File: config.mk
export PLATFORM = sky130hd
export DESIGN_NAME = id_ex_stage
export DESIGN_NICKNAME = d
export VERILOG_FILES = /design/src/rtl/id_ex_stage.sv
export SDC_FILE = /design/constraint.sdc
export NUM_CORES = 1
export LEC_CHECK = 0
export CAP_MARGIN = 10
export CORE_AREA = 2 2 273 275
export CTS_BUF_LIST = sky130_fd_sc_hd__clkbuf_4 sky130_fd_sc_hd__clkbuf_8 sky130_fd_sc_hd__clkbuf_16
export DETAILED_ROUTE_END_ITERATION = 16
export DIE_AREA = 0 0 275 277
export GPL_ROUTABILITY_DRIVEN = 0
export PLACE_DENSITY = 0.5
export SLEW_MARGIN = 40
export SYNTH_ARGS = -nofsm -noshare
export SYNTH_HDL_FRONTEND = slang
export SYNTH_SLANG_ARGS = --single-unit
export TNS_END_PERCENT = 100
File: constraint.sdc
create_clock -name clk -period 11.2 [get_ports clk]
set_input_delay 1.12 -clock clk [delete_from_list [all_inputs] [get_ports clk]]
set_output_delay 1.12 -clock clk [all_outputs]
set_load 0.01 [all_outputs]
File: src/rtl/id_ex_stage.sv
// ID/EX pipeline register and ALU operand select for the 64-bit ALU.
// Holds one decoded instruction and forwards EX/MEM and MEM/WB results.
module id_ex_stage #(
  parameter int XLEN = 64,
  parameter int RAW  = 5
) (
  input  logic            clk,
  input  logic            rst,
  input  logic            stall,
  input  logic            flush,
  input  logic            id_valid,
  input  logic [XLEN-1:0] id_pc,
  input  logic [XLEN-1:0] id_rs1_data,
  input  logic [XLEN-1:0] id_rs2_data,
  input  logic [XLEN-1:0] id_imm,
  input  logic [RAW-1:0]  id_rs1,
  input  logic [RAW-1:0]  id_rs2,
  input  logic [RAW-1:0]  id_rd,
  input  logic [2:0]      id_funct3,
  input  logic            id_funct7_5,
  input  logic [2:0]      id_class,
  input  logic            id_reg_write,
  input  logic            id_mem_read,
  input  logic            id_mem_write,
  input  logic            id_mem_to_reg,
  input  logic            exmem_reg_write,
  input  logic            memwb_reg_write,
  input  logic [RAW-1:0]  exmem_rd,
  input  logic [RAW-1:0]  memwb_rd,
  input  logic [XLEN-1:0] exmem_result,
  input  logic [XLEN-1:0] memwb_wdata,
  output logic            ex_valid,
  output logic [XLEN-1:0] ex_alu_a,
  output logic [XLEN-1:0] ex_alu_b,
  output logic [3:0]      ex_alu_op,
  output logic [XLEN-1:0] ex_store_data,
  output logic [XLEN-1:0] ex_pc,
  output logic [RAW-1:0]  ex_rd,
  output logic [2:0]      ex_funct3,
  output logic            ex_reg_write,
  output logic            ex_mem_read,
  output logic            ex_mem_write,
  output logic            ex_mem_to_reg,
  output logic            ex_is_branch,
  output logic            load_use_hazard
);

  localparam logic [2:0] CLS_R  = 3'd0;
  localparam logic [2:0] CLS_I  = 3'd1;
  localparam logic [2:0] CLS_LD = 3'd2;
  localparam logic [2:0] CLS_ST = 3'd3;
  localparam logic [2:0] CLS_BR = 3'd4;

  typedef struct packed {
    logic            valid;
    logic [XLEN-1:0] pc;
    logic [XLEN-1:0] rs1_data;
    logic [XLEN-1:0] rs2_data;
    logic [XLEN-1:0] imm;
    logic [RAW-1:0]  rs1;
    logic [RAW-1:0]  rs2;
    logic [RAW-1:0]  rd;
    logic [2:0]      funct3;
    logic [3:0]      alu_op;
    logic            use_imm;
    logic            reg_write;
    logic            mem_read;
    logic            mem_write;
    logic            mem_to_reg;
    logic            is_branch;
  } id_ex_t;

  id_ex_t dec;
  id_ex_t ex_d;
  id_ex_t ex_q;
  logic   known;

  always_comb begin
    dec            = '0;
    known          = 1'b1;
    dec.valid      = 1'b1;
    dec.pc         = id_pc;
    dec.rs1_data   = id_rs1_data;
    dec.rs2_data   = id_rs2_data;
    dec.imm        = id_imm;
    dec.rs1        = id_rs1;
    dec.rs2        = id_rs2;
    dec.rd         = id_rd;
    dec.funct3     = id_funct3;
    dec.reg_write  = id_reg_write;
    dec.mem_read   = id_mem_read;
    dec.mem_write  = id_mem_write;
    dec.mem_to_reg = id_mem_to_reg;
    case (id_class)
      CLS_R: dec.alu_op = {id_funct7_5, id_funct3};
      CLS_I: begin
        // only SRAI carries funct7[5] into the opcode
        dec.alu_op  = {id_funct7_5 & (id_funct3 == 3'b101), id_funct3};
        dec.use_imm = 1'b1;
      end
      CLS_LD, CLS_ST: begin
        dec.alu_op  = 4'b0000;
        dec.use_imm = 1'b1;
      end
      CLS_BR: begin
        dec.alu_op    = 4'b1000;
        dec.is_branch = 1'b1;
      end
      default: known = 1'b0;
    endcase
  end

  always_comb begin
    ex_d = ex_q;
    if (flush) begin
      ex_d = '0;
    end else if (!stall) begin
      ex_d = (id_valid && known) ? dec : '0;
    end
  end

  always_ff @(posedge clk or posedge rst) begin
    if (rst) begin
      ex_q <= '0;
    end else begin
      ex_q <= ex_d;
    end
  end

  logic [XLEN-1:0] fwd_a;
  logic [XLEN-1:0] fwd_b;

  always_comb begin
    fwd_a = ex_q.rs1_data;
    if (exmem_reg_write && exmem_rd != '0 && exmem_rd == ex_q.rs1) begin
      fwd_a = exmem_result;
    end else if (memwb_reg_write && memwb_rd != '0 && memwb_rd == ex_q.rs1) begin
      fwd_a = memwb_wdata;
    end
  end

  always_comb begin
    fwd_b = ex_q.rs2_data;
    if (exmem_reg_write && exmem_rd != '0 && exmem_rd == ex_q.rs2) begin
      fwd_b = exmem_result;
    end else if (memwb_reg_write && memwb_rd != '0 && memwb_rd == ex_q.rs2) begin
      fwd_b = memwb_wdata;
    end
  end

  logic rs2_used;
  assign rs2_used = (id_class != CLS_I) && (id_class != CLS_LD);

  assign load_use_hazard = id_valid && ex_q.valid && ex_q.mem_read
                        && (ex_q.rd != '0)
                        && ((ex_q.rd == id_rs1)
                         || ((ex_q.rd == id_rs2) && rs2_used));

  assign ex_valid      = ex_q.valid;
  assign ex_alu_a      = fwd_a;
  assign ex_alu_b      = ex_q.use_imm ? ex_q.imm : fwd_b;
  assign ex_alu_op     = ex_q.alu_op;
  assign ex_store_data = fwd_b;
  assign ex_pc         = ex_q.pc;
  assign ex_rd         = ex_q.rd;
  assign ex_funct3     = ex_q.funct3;
  assign ex_reg_write  = ex_q.reg_write;
  assign ex_mem_read   = ex_q.mem_read;
  assign ex_mem_write  = ex_q.mem_write;
  assign ex_mem_to_reg = ex_q.mem_to_reg;
  assign ex_is_branch  = ex_q.is_branch;

endmodule

==> results.txt <==
----------------------------------------------------
[Setup path]
  Crit path buffers/inverters ... 4
  CP max stage delay ... approximately 0.60 ns
  CP max FO ... between 60 and 70
  Kind of start point of the critical path ... input port
  Crit path capture type ... primary output
  Classification of the worst setup path ... input port to primary output
  Critical path's slowest cell ... sky130_fd_sc_hd__clkdlybuf4s50_1
  Cell chain of the critical path ... clkdlybuf4s50_1 > or4_1 > o21a_1 > nand3_4 > buf_4 > buf_12 > nor3_1 > a221oi_1 > clkdlybuf4s50_1
  Family of cells with the greatest summed delay on the critical path ... buffers and inverters
  Cell mode on critical path ... sky130_fd_sc_hd__clkdlybuf4s50_1
  Required time of the worst setup path ... 10.08 ns
  Worst path arrival time ... 4.70 ns

[Clock network]
  CTS Hold Bufs ... 0
  H-Tree Depth ... 2
  Clock-pin transition on the worst setup and hold timing paths ... 0.06 ns
  Clock Latency Late Sink ... about 0.54 ns
  Clock buffer depth ... 3
  Cts bufs inserted ... 37
  Root Driver ... sky130_fd_sc_hd__clkbuf_16
  Buffers inserted by post-CTS timing repair ... 0
  Num Clock Sinks ... 285
  Gates resized, CTS repair ... 0
  TritonCTS clock tree ... yes

[STA]
  Worst max-slew margin expressed relative to the limit ... between 40% and 50%
  Min cycle time layout ... 5.82 ns
  Max-slew violation total from the final report ... 0
  Maximum clock skew at final layout ... 0 ns
  Slew at the pin with the worst max-slew slack ... 0.826 ns
  Setup Total Neg Slack ... 0 ns
  Number of failing hold endpoints at the final stage ... 0
  Unrepaired setup endpoints after global routing ... no
  Fmax ... 0.172 GHz
  Final number of setup-violating endpoints ... 0
  Final critical-path share of the clock period ... around half

[Floorplanning]
  Area of the core ... 73,600 sq um
  Initial Utilization ... 20.3%
  Overall die width ... roughly 280 um
  # IOs ... 702
  # rows ... 100
  Die height ... 277 um
  Die footprint ... 76,200 sq um

[Detailed routing]
  Iteration-0 DRC Markers ... 847
  Total wirelength of the detailed-routed design ... 66,200 um
  Post-detailed-route count of antenna-violating nets ... 0
  Number of vias after detailed routing ... 13,900
  Count of TritonRoute iterations in the first routing pass ... 7
  Total DRC errors in the routed layout ... 0
  Routed wirelength normalized by instance count ... about 22 um
  Via density per instance ... around 4.7

[Finish]
  Sequential standard cell area ... 7140 sq um
  Fill cell total of the finished layout ... 7,452
  Number of flip-flops in the largest register ... just over 200
  Top library cells by usage in the layout, fill and taps aside ... sky130_fd_sc_hd__clkdlybuf4s50_1, sky130_fd_sc_hd__dfrtp_1, sky130_fd_sc_hd__a22o_1, sky130_fd_sc_hd__mux2i_1, sky130_fd_sc_hd__nor2_1
  Count of placed standard cells in the final layout, fillers left out ... 2,977
  Nets@finish ... 2,405
  Leading cell type in the layout, fill and taps excluded ... sky130_fd_sc_hd__clkdlybuf4s50_1
  Area Overhead vs Synth ... 56.3%
  Share of cells above drive strength 1 ... approximately 4.8%
  Register ranked first by flip-flop count ... ex_q
  Area used by multi-input combinational logic ... 6310 sq um

[Synthesis]
  Post-synthesis instance total ... 1,425
  Dominant cells by area after synthesis ... sky130_fd_sc_hd__dfrtp_1, sky130_fd_sc_hd__a22o_1, sky130_fd_sc_hd__mux2i_1
  Leading area contributor after synthesis ... sky130_fd_sc_hd__dfrtp_1
  Share of synthesized area occupied by flip-flops and latches ... 47.7%
  Fraction of synthesized cell area taken by the top area cell type ... 47.7%
  Synthesized area divided by synthesized cell count ... 10.5 sq um
  Count of different cell masters after synthesis ... 38
  Total of flip-flops plus latches after synthesis ... 285
  Netlist area before placement ... 15,000 sq um
  Count of yosys warnings during synthesis ... 0
  Post-synth net total ... 1,852

[Global routing]
  Via count of the first global-routing pass ... 14,900
  Wire length of the first global-routing pass ... 97,000 um
  Maximum number of pins on one net before global-route repair ... around 110
  Antenna violations before repair ... 6
  Total Routing Usage GR ... around 17%
  Total gr overflow ... 0

[Hold path]
  Type of the most critical hold path ... flip-flop to flip-flop

[Place]
  HPWL reported at the end of detailed placement ... approximately 48,000 um
  Number of I/O port buffers ... approximately 700
  Count of placed standard cells including taps ... slightly below 3,000

[Pwr]
  Largest vdd supply drop ... 0.0786 mV
  Static power due to leakage ... 9.36 nW
  Power Dens Cells ... 117 nW/um^2

[Job]
  Reported max-cap violation count ... 0

[Status]
  Status ... completed

----------------------------------------------------
## path summary, 6_finish.rpt
kind                         startpoint           end  slack [ns]  cells past startpoint
min reg2reg                ex_alu_op[3]  ex_alu_op[3]        0.46                      2
min in group asynchronous           rst      ex_pc[9]        1.04                      2
min                        ex_alu_op[3]  ex_alu_op[3]        0.46                      2
max in group asynchronous           rst      ex_q[67]        8.28                      4
max reg2reg                     ex_q[5]       ex_q[5]        9.99                      3
max                         exmem_rd[1]  ex_alu_b[46]        5.38                      9
## routing by layer
metal	GRT usage, %	vias to the layer above	part of all wire, %
met5	0	-	0.056
met2	29.6	629	50
met3	4.66	126	7.9
li1	-	6315	-
met1	18.9	6802	39
met4	6.32	6	3.5
## logic make-up (layout without fill, tap and decap cells)
group | Yosys count | in the layout | share of synthesized area (%)
buffers and inverters | 273 | 853 | 10.3
flip-flops | 285 | 285 | 47.7
AO/OA/AOI/OAI | 485 | 485 | 25.1
AND/OR/NAND/NOR | 223 | 223 | 6.57
XOR/XNOR | 31 | 31 | 1.81
other | 0 | 3 | 0
multiplexers | 128 | 128 | 8.56
## cell usage after synthesis
library cell,count
sky130_fd_sc_hd__a21o_1,1
sky130_fd_sc_hd__a21oi_1,67
sky130_fd_sc_hd__a221oi_1,64
sky130_fd_sc_hd__a22o_1,281
sky130_fd_sc_hd__a31oi_1,1
sky130_fd_sc_hd__a31oi_4,1
sky130_fd_sc_hd__and3_1,1
sky130_fd_sc_hd__and3_4,1
sky130_fd_sc_hd__and4_1,2
sky130_fd_sc_hd__buf_1,8
sky130_fd_sc_hd__buf_12,7
sky130_fd_sc_hd__buf_2,15
sky130_fd_sc_hd__buf_4,86
sky130_fd_sc_hd__buf_6,8
sky130_fd_sc_hd__clkbuf_1,81
sky130_fd_sc_hd__clkbuf_2,3
sky130_fd_sc_hd__dfrtp_1,285
sky130_fd_sc_hd__inv_1,65
sky130_fd_sc_hd__mux2i_1,128
sky130_fd_sc_hd__nand2_1,66
sky130_fd_sc_hd__nand2b_1,1
sky130_fd_sc_hd__nand3_1,2
sky130_fd_sc_hd__nand3_2,1
sky130_fd_sc_hd__nand3b_1,1
sky130_fd_sc_hd__nor2_1,72
sky130_fd_sc_hd__nor2b_1,1
sky130_fd_sc_hd__nor3_1,69
sky130_fd_sc_hd__nor3b_1,1
sky130_fd_sc_hd__nor4_1,1
sky130_fd_sc_hd__nor4b_1,1
sky130_fd_sc_hd__o2111ai_1,1
sky130_fd_sc_hd__o211ai_1,1
sky130_fd_sc_hd__o21a_1,2
sky130_fd_sc_hd__o21ai_0,18
sky130_fd_sc_hd__o21ai_1,48
sky130_fd_sc_hd__or4_1,3
sky130_fd_sc_hd__xnor2_1,9
sky130_fd_sc_hd__xor2_1,22
## tightest hold or removal path, stage by stage (launching register included)
cell,delay [ns]
sky130_fd_sc_hd__dfrtp_1,0.34
sky130_fd_sc_hd__nand2_1,0.05
sky130_fd_sc_hd__nand2_1,0.05
## metrics by stage
stage	hold WS [ns]	power, mW	worst slack, ns	instance area [sq um]	util (%)
floorplan	0.440	1.26	2.22	15000	-
global placement	0.456	1.57	5.25	22100	30.0
detailed placement	0.456	1.57	5.33	22100	30.1
CTS	0.469	2.78	5.30	23300	31.7
global route	0.495	2.85	5.21	23400	31.8
finish	0.464	2.74	5.38	23400	31.8
## where the power goes
| group | switching, mW | internal (mW) |
|---|---|---|
| sequential | 0.0214 | 1.06 |
| combinational | 0.203 | 0.266 |
| clock | 0.485 | 0.703 |
| total | 0.709 | 2.03 |
## final cells by class
class                      count  share of cell area, %
sequential                   285                   30.5
multi-input combinational    867                   27.0
timing repair buffer         722                   31.0
clock inverter                15                  0.588
clock buffer                  51                   4.62
inverter                      65                   1.10
antenna                        3                 0.0321
tap                          969                   5.18
Power figures use the tool's default switching activity.
